## src/rtl/redmule_w_gidx_tracker.sv

```systemverilog
// -----------------------------------------------------------------------------
// redmule_w_gidx_tracker
//
// Maps each global quantization-group index delivered by the W streamer onto
// one of H scale/zero slots of the W buffer. A resident group is reported as a
// hit so the W buffer skips rewriting its scales. Slots referenced by the
// current H-row window are pinned and never chosen as eviction victims.
//
// Ports:
//   clk_i, rst_ni   clock, asynchronous active-low reset
//   clear_i         synchronous clear (same strobe as the W buffer clear)
//   dequant_i       dequantization mode enable, static during a job
//   gidx_valid_i    group index valid from the streamer
//   gidx_i          global group index of the next W row
//   gidx_ready_o    lookup accepted when valid and ready are both high
//   load_i          W buffer row-load strobe, consumes the current result
//   slot_valid_o    slot_o/hit_o hold a pending result
//   slot_o          slot for the row (W buffer next_gidx_i)
//   hit_o           group already resident (W buffer new_gidx_i)
//   occupancy_o     number of valid table entries
// -----------------------------------------------------------------------------
module redmule_w_gidx_tracker #(
    parameter int unsigned H      = 4,
    parameter int unsigned GIDX_W = 16
) (
    input  logic                  clk_i,
    input  logic                  rst_ni,
    input  logic                  clear_i,
    input  logic                  dequant_i,
    input  logic                  gidx_valid_i,
    input  logic [GIDX_W-1:0]     gidx_i,
    output logic                  gidx_ready_o,
    input  logic                  load_i,
    output logic                  slot_valid_o,
    output logic [$clog2(H)-1:0]  slot_o,
    output logic                  hit_o,
    output logic [$clog2(H):0]    occupancy_o
);

    localparam int unsigned SLOT_W = $clog2(H);
    localparam int unsigned OCC_W  = SLOT_W + 1;

    // Tag table and replacement state
    logic [GIDX_W-1:0] tag_q [H];
    logic [H-1:0]      valid_q;
    logic [H-1:0]      pin_q;
    logic [SLOT_W-1:0] ep_q;
    logic [SLOT_W-1:0] wc_q;

    // One-deep result register
    logic              slot_valid_q;
    logic [SLOT_W-1:0] slot_q;
    logic              hit_q;
    logic [OCC_W-1:0]  occ_q;

    // Next-state signals
    logic [GIDX_W-1:0] tag_d [H];
    logic [H-1:0]      valid_d;
    logic [H-1:0]      pin_d;
    logic [SLOT_W-1:0] ep_d;
    logic [SLOT_W-1:0] wc_d;
    logic [OCC_W-1:0]  occ_d;

    logic              accept_c;
    logic              wrap_c;
    logic [H-1:0]      pin_eff_c;
    logic              hit_c;
    logic [SLOT_W-1:0] hit_idx_c;
    logic              victim_found_c;
    logic [SLOT_W-1:0] victim_c;
    logic [SLOT_W-1:0] res_slot_c;
    logic [SLOT_W-1:0] scan_idx;

    assign gidx_ready_o = !clear_i && (!slot_valid_q || load_i);
    assign accept_c     = gidx_valid_i && gidx_ready_o;

    // Loading the last row of a window releases all pins; a lookup accepted in
    // that same cycle already belongs to the next window, so it scans with the
    // released pins and its own pin is applied on top.
    assign wrap_c    = load_i && (wc_q == SLOT_W'(H - 1));
    assign pin_eff_c = wrap_c ? '0 : pin_q;

    // Associative compare against valid entries (tags are unique)
    always_comb begin
        hit_c     = 1'b0;
        hit_idx_c = '0;
        for (int unsigned k = 0; k < H; k++) begin
            if (valid_q[k] && (tag_q[k] == gidx_i)) begin
                hit_c     = 1'b1;
                hit_idx_c = SLOT_W'(k);
            end
        end
    end

    // Victim: first unpinned entry scanning from ep; falls back to ep itself
    always_comb begin
        victim_found_c = 1'b0;
        victim_c       = ep_q;
        scan_idx       = '0;
        for (int unsigned i = 0; i < H; i++) begin
            scan_idx = ep_q + SLOT_W'(i);
            if (!victim_found_c && !pin_eff_c[scan_idx]) begin
                victim_found_c = 1'b1;
                victim_c       = scan_idx;
            end
        end
    end

    // Result slot: table slot in dequant mode, otherwise the destination row
    always_comb begin
        if (dequant_i) begin
            res_slot_c = hit_c ? hit_idx_c : victim_c;
        end else begin
            res_slot_c = wc_q + SLOT_W'(slot_valid_q);
        end
    end

    // Table next state
    always_comb begin
        for (int unsigned k = 0; k < H; k++) begin
            tag_d[k] = tag_q[k];
        end
        valid_d = valid_q;
        pin_d   = pin_eff_c;
        ep_d    = ep_q;
        if (accept_c && dequant_i) begin
            if (hit_c) begin
                pin_d[hit_idx_c] = 1'b1;
            end else begin
                tag_d[victim_c]   = gidx_i;
                valid_d[victim_c] = 1'b1;
                pin_d[victim_c]   = 1'b1;
                ep_d              = victim_c + SLOT_W'(1);
            end
        end
    end

    assign wc_d = load_i ? (wc_q + SLOT_W'(1)) : wc_q;

    // Popcount of next valid bits
    always_comb begin
        occ_d = '0;
        for (int unsigned k = 0; k < H; k++) begin
            occ_d = occ_d + OCC_W'(valid_d[k]);
        end
    end

    // State registers; clear_i overrides every simultaneous event
    always_ff @(posedge clk_i or negedge rst_ni) begin
        if (!rst_ni) begin
            for (int unsigned k = 0; k < H; k++) begin
                tag_q[k] <= '0;
            end
            valid_q      <= '0;
            pin_q        <= '0;
            ep_q         <= '0;
            wc_q         <= '0;
            slot_valid_q <= 1'b0;
            slot_q       <= '0;
            hit_q        <= 1'b0;
            occ_q        <= '0;
        end else if (clear_i) begin
            valid_q      <= '0;
            pin_q        <= '0;
            ep_q         <= '0;
            wc_q         <= '0;
            slot_valid_q <= 1'b0;
            slot_q       <= '0;
            hit_q        <= 1'b0;
            occ_q        <= '0;
        end else begin
            for (int unsigned k = 0; k < H; k++) begin
                tag_q[k] <= tag_d[k];
            end
            valid_q <= valid_d;
            pin_q   <= pin_d;
            ep_q    <= ep_d;
            wc_q    <= wc_d;
            occ_q   <= occ_d;
            if (accept_c) begin
                slot_valid_q <= 1'b1;
                slot_q       <= res_slot_c;
                hit_q        <= dequant_i && hit_c;
            end else if (load_i) begin
                slot_valid_q <= 1'b0;
            end
        end
    end

    assign slot_valid_o = slot_valid_q;
    assign slot_o       = slot_q;
    assign hit_o        = hit_q;
    assign occupancy_o  = occ_q;

`ifndef SYNTHESIS
    // More than H pinned groups in one window: the miss overwrites entry ep
    no_victim_on_miss : assert property (
        @(posedge clk_i) disable iff (!rst_ni)
        !(accept_c && dequant_i && !hit_c && !victim_found_c)
    );
`endif

endmodule

```

## config.mk

```make
export PLATFORM = sky130hd
export DESIGN_NAME = redmule_w_gidx_tracker
export DESIGN_NICKNAME = d
export VERILOG_FILES = /design/src/rtl/redmule_w_gidx_tracker.sv
export SDC_FILE = /design/constraint.sdc
export NUM_CORES = 1
export LEC_CHECK = 0
export ABC_CLOCK_PERIOD_IN_PS = 4800
export BUFFER_PORTS_ARGS = -buffer_cell sky130_fd_sc_hd__buf_2
export CELL_PAD_IN_SITES_DETAIL_PLACEMENT = 1
export CELL_PAD_IN_SITES_GLOBAL_PLACEMENT = 1
export CORE_MARGIN = 2
export CORE_UTILIZATION = 49
export CTS_CLUSTER_SIZE = 30
export DETAILED_ROUTE_END_ITERATION = 6
export PLACE_DENSITY_LB_ADDON = 0.15
export SETUP_SLACK_MARGIN = 0.02
export SLEW_MARGIN = 20
export SYNTH_ARGS = -nofsm -noshare
export SYNTH_HDL_FRONTEND = slang
export SYNTH_SLANG_ARGS = --single-unit
```

## constraint.sdc

```tcl
create_clock -name clk_i -period 4.8 [get_ports clk_i]
set_input_delay 0.96 -clock clk_i [delete_from_list [all_inputs] [get_ports clk_i]]
set_output_delay 0.96 -clock clk_i [all_outputs]
set_load 0.05 [all_outputs]
```

-- Word level (Yosys, flattened, before mapping)
Cells that the tools add are included.
- muxes and demuxes: 50
- div/mod/pow operators: 0
- order comparisons: 10
- bitwise gates (word level): 6
- multipliers: 0
- reductions and logical operators: 29
- equality and inequality tests: 6
- add/sub/neg operators: 9
- shifts and indexed selects: 0
- operators with widths (cell ; number):
    bitwise mux 64 bit ; 1
    == test 16 bit ; 4
    demux 16 bit (select 2 bit) ; 1
    2-to-1 mux 2 bit ; 14
    2-to-1 mux 4 bit ; 7
    2-to-1 mux 1 bit ; 19
    < comparator 2 x 3 -> 1 bit, second input constant ; 6
    2-to-1 mux 16 bit ; 1
    logical AND 1 bit ; 15
    bitwise OR 4 bit ; 3
    binary-select mux 1 bit (select 2 bit) ; 4
    zero test 1 bit ; 7
    adder 2 x 1 -> 2 bit, second input constant ; 3
    nonzero test 2 bit ; 3
    adder 2 bit, second input constant ; 2
    demux 1 bit (select 2 bit) ; 2
    greater-or-equal comparator 2 x 1 -> 1 bit, second input constant ; 2
    adder 2 x 1 -> 3 bit ; 1
    adder 3 x 1 -> 3 bit ; 1
    greater-or-equal comparator 3 bit, second input constant ; 1
    < comparator 3 x 1 -> 1 bit, second input constant ; 1
    2-to-1 mux 3 bit ; 1
    NOT 2 -> 3 bit ; 1
    AND reduction 3 bit ; 1
    8 further kinds ; 9
- RAM bits: 0
- register bits after elaboration: 83
- bits in latches: 0
- word-level logic and storage cells: 122
- input port bits: 22
- output and inout bits: 8
- ROM bits: 0
- memories: 0

-- Longest topological paths before layout
- depth in word-level cells: 25
- gate-level depth with buffers: 16
- depth with buffers taken out: 14

-- Worst setup path after synthesis
OpenSTA, ideal clock, no wires.
- path kind: input -> register
- start point: in load_i
- end point: reg occ_q[1], in the netlist occupancy_o[1]
- cell stages on the path: 15
- library setup time: 0.118 ns
- arrival: 4.107 ns
- required time: 4.682 ns
- buffers on the path: 3
- slack: 0.575 ns
- path through: nor2b_1 -> nor2_1 -> and3_1 -> o31a_1 -> and2_4 -> buf_6 -> and4_4 -> buf_6 -> buf_6 -> nor2_1 -> fa_1 -> inv_1 -> ha_1 -> ha_1 -> nor2b_1
- elaborated cells on any way between the ends: 40
- those cells by class: add/sub (3); order compare (2); mux (20); bitwise (1); reduce/logical (14)
- RTL lines (element ; line ; text):
    from (decl) ; 33 ; input logic load_i,
    logical OR 1 bit (*) ; 74 ; assign gidx_ready_o = !clear_i && (!slot_valid_q || load_i);
    logical AND 1 bit (*) ; 74 ;
    via gidx_ready_o ; 32 ; output logic gidx_ready_o,
    logical AND 1 bit (*) ; 75 ; assign accept_c = gidx_valid_i && gidx_ready_o;
    logical AND 1 bit (*) ; 126 ; if (accept_c && dequant_i) begin
    2-to-1 mux 4 bit (*) ; 126 ;
    adder 1 x 1 -> 2 bit ; 144 ; occ_d = occ_d + OCC_W'(valid_d[k]);
    adder 2 x 1 -> 3 bit ; 144 ;
    adder 3 x 1 -> 3 bit (*) ; 144 ;
    2-to-1 mux 3 bit (*) ; 162 ; end else if (clear_i) begin
    to (signal assigned) ; 161 ; occ_q <= '0;
    to (signal assigned) ; 170 ; occ_q <= '0;
    to (signal assigned) ; 179 ; occ_q <= occ_d;
    to (decl) ; 54 ; logic [OCC_W-1:0] occ_q;
The timed path passes the listed nets; every way through them passes the cells marked *. The select of a mux whose other input is x is not followed.
A chain may end at the register's enable or synchronous reset.

-- Final worst setup path
- start point: in load_i
- end point: reg occ_q[1], in the netlist occupancy_o[1]
- cells in the longest elaborated chain, start to end: 24
- elaborated cells on any way between the ends: 40
- those cells by class: add/sub (3); order compare (2); mux (20); bitwise (1); reduce/logical (14)
- RTL lines (element ; line ; text):
    logical AND 1 bit ; 80 ; assign wrap_c = load_i && (wc_q == SLOT_W'(H - 1));
    2-to-1 mux 4 bit ; 81 ; assign pin_eff_c = wrap_c ? '0 : pin_q;
    binary-select mux 1 bit (select 2 bit) ; 102 ; if (!victim_found_c && !pin_eff_c[scan_idx]) begin
    2-to-1 mux 1 bit (implied by the code) ; 102 ;
    zero test 1 bit ; 102 ;
    logical AND 1 bit ; 102 ;
    2-to-1 mux 1 bit ; 102 ;
    zero test 1 bit ; 102 ;
    [8 not listed] ; n/a ;
    demux 1 bit (select 2 bit) ; 131 ; valid_d[victim_c] = 1'b1;
    bitwise OR 4 bit (no source line) ; n/a ;
    2-to-1 mux 4 bit ; 127 ; if (hit_c) begin
    2-to-1 mux 4 bit (*) ; 126 ;
    adder 1 x 1 -> 2 bit ; 144 ;
    adder 2 x 1 -> 3 bit ; 144 ;
    adder 3 x 1 -> 3 bit (*) ; 144 ;
    2-to-1 mux 3 bit (*) ; 162 ;
Mark *: on every way between the ends. The rest lies on a longest branch, timed or not. The select of a mux whose other input is x is not followed.

==> flow_results.org <==
** Clock network
- Clock latency on the worst-skew pair, taken at its later pin, is between 0.3 and 0.4 ns.
- The number of gates resized after CTS was 0.
- Buffer count from post-CTS setup fixing :: 0
- The H-tree was split into 3 levels.
- CTS tree :: yes
- After clock tree synthesis, the clock-pin slew on the worst setup and hold paths is approximately 0.090 ns.
- The clock net in this run drives a total of 83 sinks.
- Number of buffers inserted by hold repair at cts :: 0
- Clock tree synthesis inserted a total of 9 buffers.
- Largest buffer count on any clock path :: 2
- Cell chosen for the clock root :: clkbuf_8

** Synth
- Library cell occupying the most area in the post-synthesis netlist :: dfrtp_1
- Post-synthesis average cell area :: 11.9 sq um
- In this run, synthesis inferred 0 flip-flops with an integrated enable.
- Predominant post-synthesis flop cell :: dfrtp_1
- Post-synth ARST share :: between 90% and 100%
- In this run, synthesis produced a sequential element count of between 80 and 90.
- In the synthesized netlist, the number of instances is between 300 and 400.
- Post-synth top area share :: between 40% and 50%
- Cells taking the most area after synthesis :: dfrtp_1 47%, mux2_2 14%, xnor2_1 9.8%
- Count of distinct cell types in the synthesized netlist :: 44
- After synthesis the cells add up to between 4000 and 5000 sq um.
- After synthesis, the share of cell area in mux cells is around 18%.
- For this run, the number of Yosys warnings is 0.
- Of the synthesized area, sequential elements account for 47.3%.
- Counting instances in the post-synthesis netlist gives the leading cell types as 83 x dfrtp_1, 55 x mux2_2, 49 x xnor2_1.
- Of the total synthesized cell area, the portion taken by AND, OR, NAND and NOR gates is about a tenth.
- Of the total synthesized cell area, the portion taken by full adders, half adders and majority gates is under 10%.
- Among all cell types in the netlist, the one instantiated most often is dfrtp_1.
- After synthesis, the largest family of logic cells by area is multiplexers.
- Synthesis produced a netlist with a net count of about 400.
- Synth Area in Compound Gates :: approximately 4.5%
- XOR/XNOR share of the synthesized area :: between 10% and 20%

** Place
- Final estimated routing congestion in global placement :: roughly 0.84
- Post-detailed-placement half-perimeter wirelength :: ~6500 um
- OpenSTA, run right after detailed placement, puts the worst setup slack at 0.504 ns.
- Total of buffers placed on input and output ports :: 29

** Worst setup path
- Flop-to-flop setup slack :: 1.06 ns
- CP max FO :: 18
- Worst EP required :: around 5.1 ns
- Data arrives at the worst endpoint at between 4 and 5 ns.
- Critical Path Sink Type :: register
- Worst setup path class :: in2reg
- The startpoint identified for the worst register-to-register timing path is wc_q[0].
- The worst register-to-register path ends at occupancy_o[1].
- Worst reg-to-reg path cell count :: 13
- The worst setup path is launched from an input port.

** Outcome
- The flow ran to the end, and the final reports show no timing, DRC or antenna violations.

** STA
- Worst Skew :: 0.0139 ns
- The number of failing hold endpoints at the final stage was 0.
- Setup repair after global routing left no endpoint under its margin.
- The routed design could run at a clock period as short as 3.93 ns.
- Dividing the final minimum period by the clock period gives between 80% and 90%.
- Static timing analysis puts the maximum clock frequency at ~0.25 GHz.
- Actual transition at the worst max-transition pin :: around 0.76 ns
- Max-slew headroom at the worst pin :: about half
- The total count of max-transition violations in the final report came to 0.
- Fin Setup TNS :: 0 ns
- Worst-case setup margin in the final layout :: 0.872 ns
- Final number of setup-violating endpoints :: 0

** Global routing
- The via count of the first global-routing pass was 2975.
- Entering global routing, the biggest net connects between 80 and 90 pins.
- The number of antenna violations at the first check in global routing was 0.
- Total routing resource utilization after global routing :: 20.6%
- The first global-routing pass estimated around 16000 um of wire.
- Aggregate global routing overflow :: 0

** Worst hold path
- Worst hold stages :: 2
- In this run the most critical hold path is launched from hit_o.
- The path class of the tightest hold or removal check is reg2reg.
- The path with the worst hold slack has its endpoint at hit_o.

** Power and ir drop
- Per report_power, the sequential group accounts for between 40% and 50% of the total.
- The worst-case IR drop observed on VDD is around 0.00018 V.
- Net switching is roughly 29% of the power.
- Power spread over the standard cell area amounts to between 400 and 500 nW/um^2.
- The analysis attributes to cell leakage a power of 0.00215 uW.
- The internal power of the cells totals 1370 uW.
- For this design the total switching power over the nets is ~560 uW.
- Part of the power in the clock network :: a little over a quarter
- Combinational logic is responsible for a little under a quarter of the overall power.
- Overall power consumption :: 1940 uW

** Drt
- The detail route stage leaves a number of antenna-violating nets equal to 0.
- Via total after detailed routing :: about 2800
- Before antenna repair, the detailed router went through 4 iterations.
- For this block, the routed nets add up to 9100 um of wire.
- Number of design-rule violations left by the first detailed-router iteration :: between 70 and 80
- In the final routed layout, each cell accounts on average for ~18 um.
- After detailed routing, the number of remaining DRC violations is 0.
- Dividing the detail-routed via count by the number of cells gives between 5 and 6.

** Floorplan
- Chip width :: approximately 99 um
- Row generation in the floorplan step produced 34 rows.
- DIE HEIGHT :: 98.6 um
- The floorplan step defined a core boundary enclosing 8720 sq um.
- The die covers between 9000 and 10000 sq um.
- Starting Density :: between 50% and 60%
- 30 I/O pins were placed.

** Layout
- Final antenna diode count :: 0
- The area growth from synthesis to layout is 7.42%.
- Layout cells sized above 1 :: a little under a third
- In the final design database the tool counted between 400 and 500 nets.

** Job
- Count of maximum capacitance violations :: 0
[layer usage]
metal  up-vias  wire length, um  global-route usage, %
met4         0              193                   7.48
met1      1425             4070                   26.1
met2        41             4640                   35.7
li1       1284                -                      -
met5         -                0                      0
met3        13              201                   3.33
[metrics by stage]
stage / hold WS [ns] / utilization, % / std cells / cell area, sq um
after floorplan: 0.474 / - / 368 / 4390
after global placement: 0.479 / 51.5 / 479 / 4500
after detailed placement: 0.495 / 51.5 / 479 / 4500
after CTS: 0.515 / 54.0 / 495 / 4710
after global routing: 0.545 / 54.0 / 495 / 4710
final: 0.509 / 54.0 / 495 / 4710
[final cells by class]
cell class / count / area [sq um]
Fill cell: 913 / 4010
Multi-Input combinational cell: 247 / 2090
Sequential cell: 83 / 2080
Clock buffer: 11 / 151
Timing Repair Buffer: 29 / 151
Tap cell: 108 / 135
Clock inverter: 5 / 61.3
Inverter: 12 / 45.0
[critical path: stages]
cell,delay [ns]
buf_2,0.13
nand2_1,0.23
a21oi_1,0.23
a21oi_1,0.06
a221oi_1,0.57
ha_1,0.27
and4_4,0.43
nor2_1,0.12
fa_1,0.55
inv_1,0.05
ha_1,0.19
ha_1,0.26
nor2b_1,0.12
[logic make-up after synthesis]
logic type               after synthesis
AND/OR/NAND/NOR                       73
XOR/XNOR                              66
multiplexers                          67
adder cells (fa/ha/maj)                9
buffers and inverters                 38
AO/OA/AOI/OAI                         32
flip-flops                            83
[cell usage in the layout, fill, tap and decap left out, drive strengths merged, types with 3 or more instances in the layout]
| cell type | n |
|---|---|
| dfrtp | 83 |
| mux2 | 64 |
| xnor2 | 49 |
| buf | 29 |
| nand2 | 18 |
| xor2 | 17 |
| inv | 12 |
| nor2 | 12 |
| a21oi | 12 |
| clkbuf | 11 |
| nand3 | 9 |
| nand4 | 8 |
| ha | 8 |
| nor4 | 8 |
| o21ai | 6 |
| nor2b | 4 |
| clkinv | 4 |
| nand2b | 3 |
| mux2i | 3 |
| and2 | 3 |
[flip-flops by register name, summed over array words and instances, names as in the netlist]
signal / flops
pin_q: 4
hit_o: 1
tag_q: 64
valid_q: 4
slot_o: 2
wc_q: 2
ep_q: 2
slot_valid_o: 1
occupancy_o: 3
[power groups by stage]
stage / Combinational [uW] / Sequential [uW] / Clock, uW
2_1_floorplan: 354 / 950 / 0
3_3_place_gp: 439 / 958 / 0
3_5_place_dp: 457 / 968 / 0
4_1_cts: 461 / 955 / 546
5_1_grt: 499 / 975 / 571
6_report: 452 / 955 / 529
[worst max path at each step]
| stage | start | end | slack [ns] | cells after the start |
|---|---|---|---|---|
| 6_report | load_i | occupancy_o[1] | 0.87 | 13 |
| 3_5_place_dp | load_i | occupancy_o[1] | 0.50 | 13 |
| 2_1_floorplan | load_i | occupancy_o[1] | 0.57 | 15 |
| 4_1_cts | load_i | occupancy_o[1] | 0.88 | 13 |
| 3_3_place_gp | load_i | occupancy_o[1] | 0.64 | 13 |
| 5_1_grt | load_i | occupancy_o[1] | 0.60 | 13 |
No activity file was read; power rests on OpenSTA's default activity.
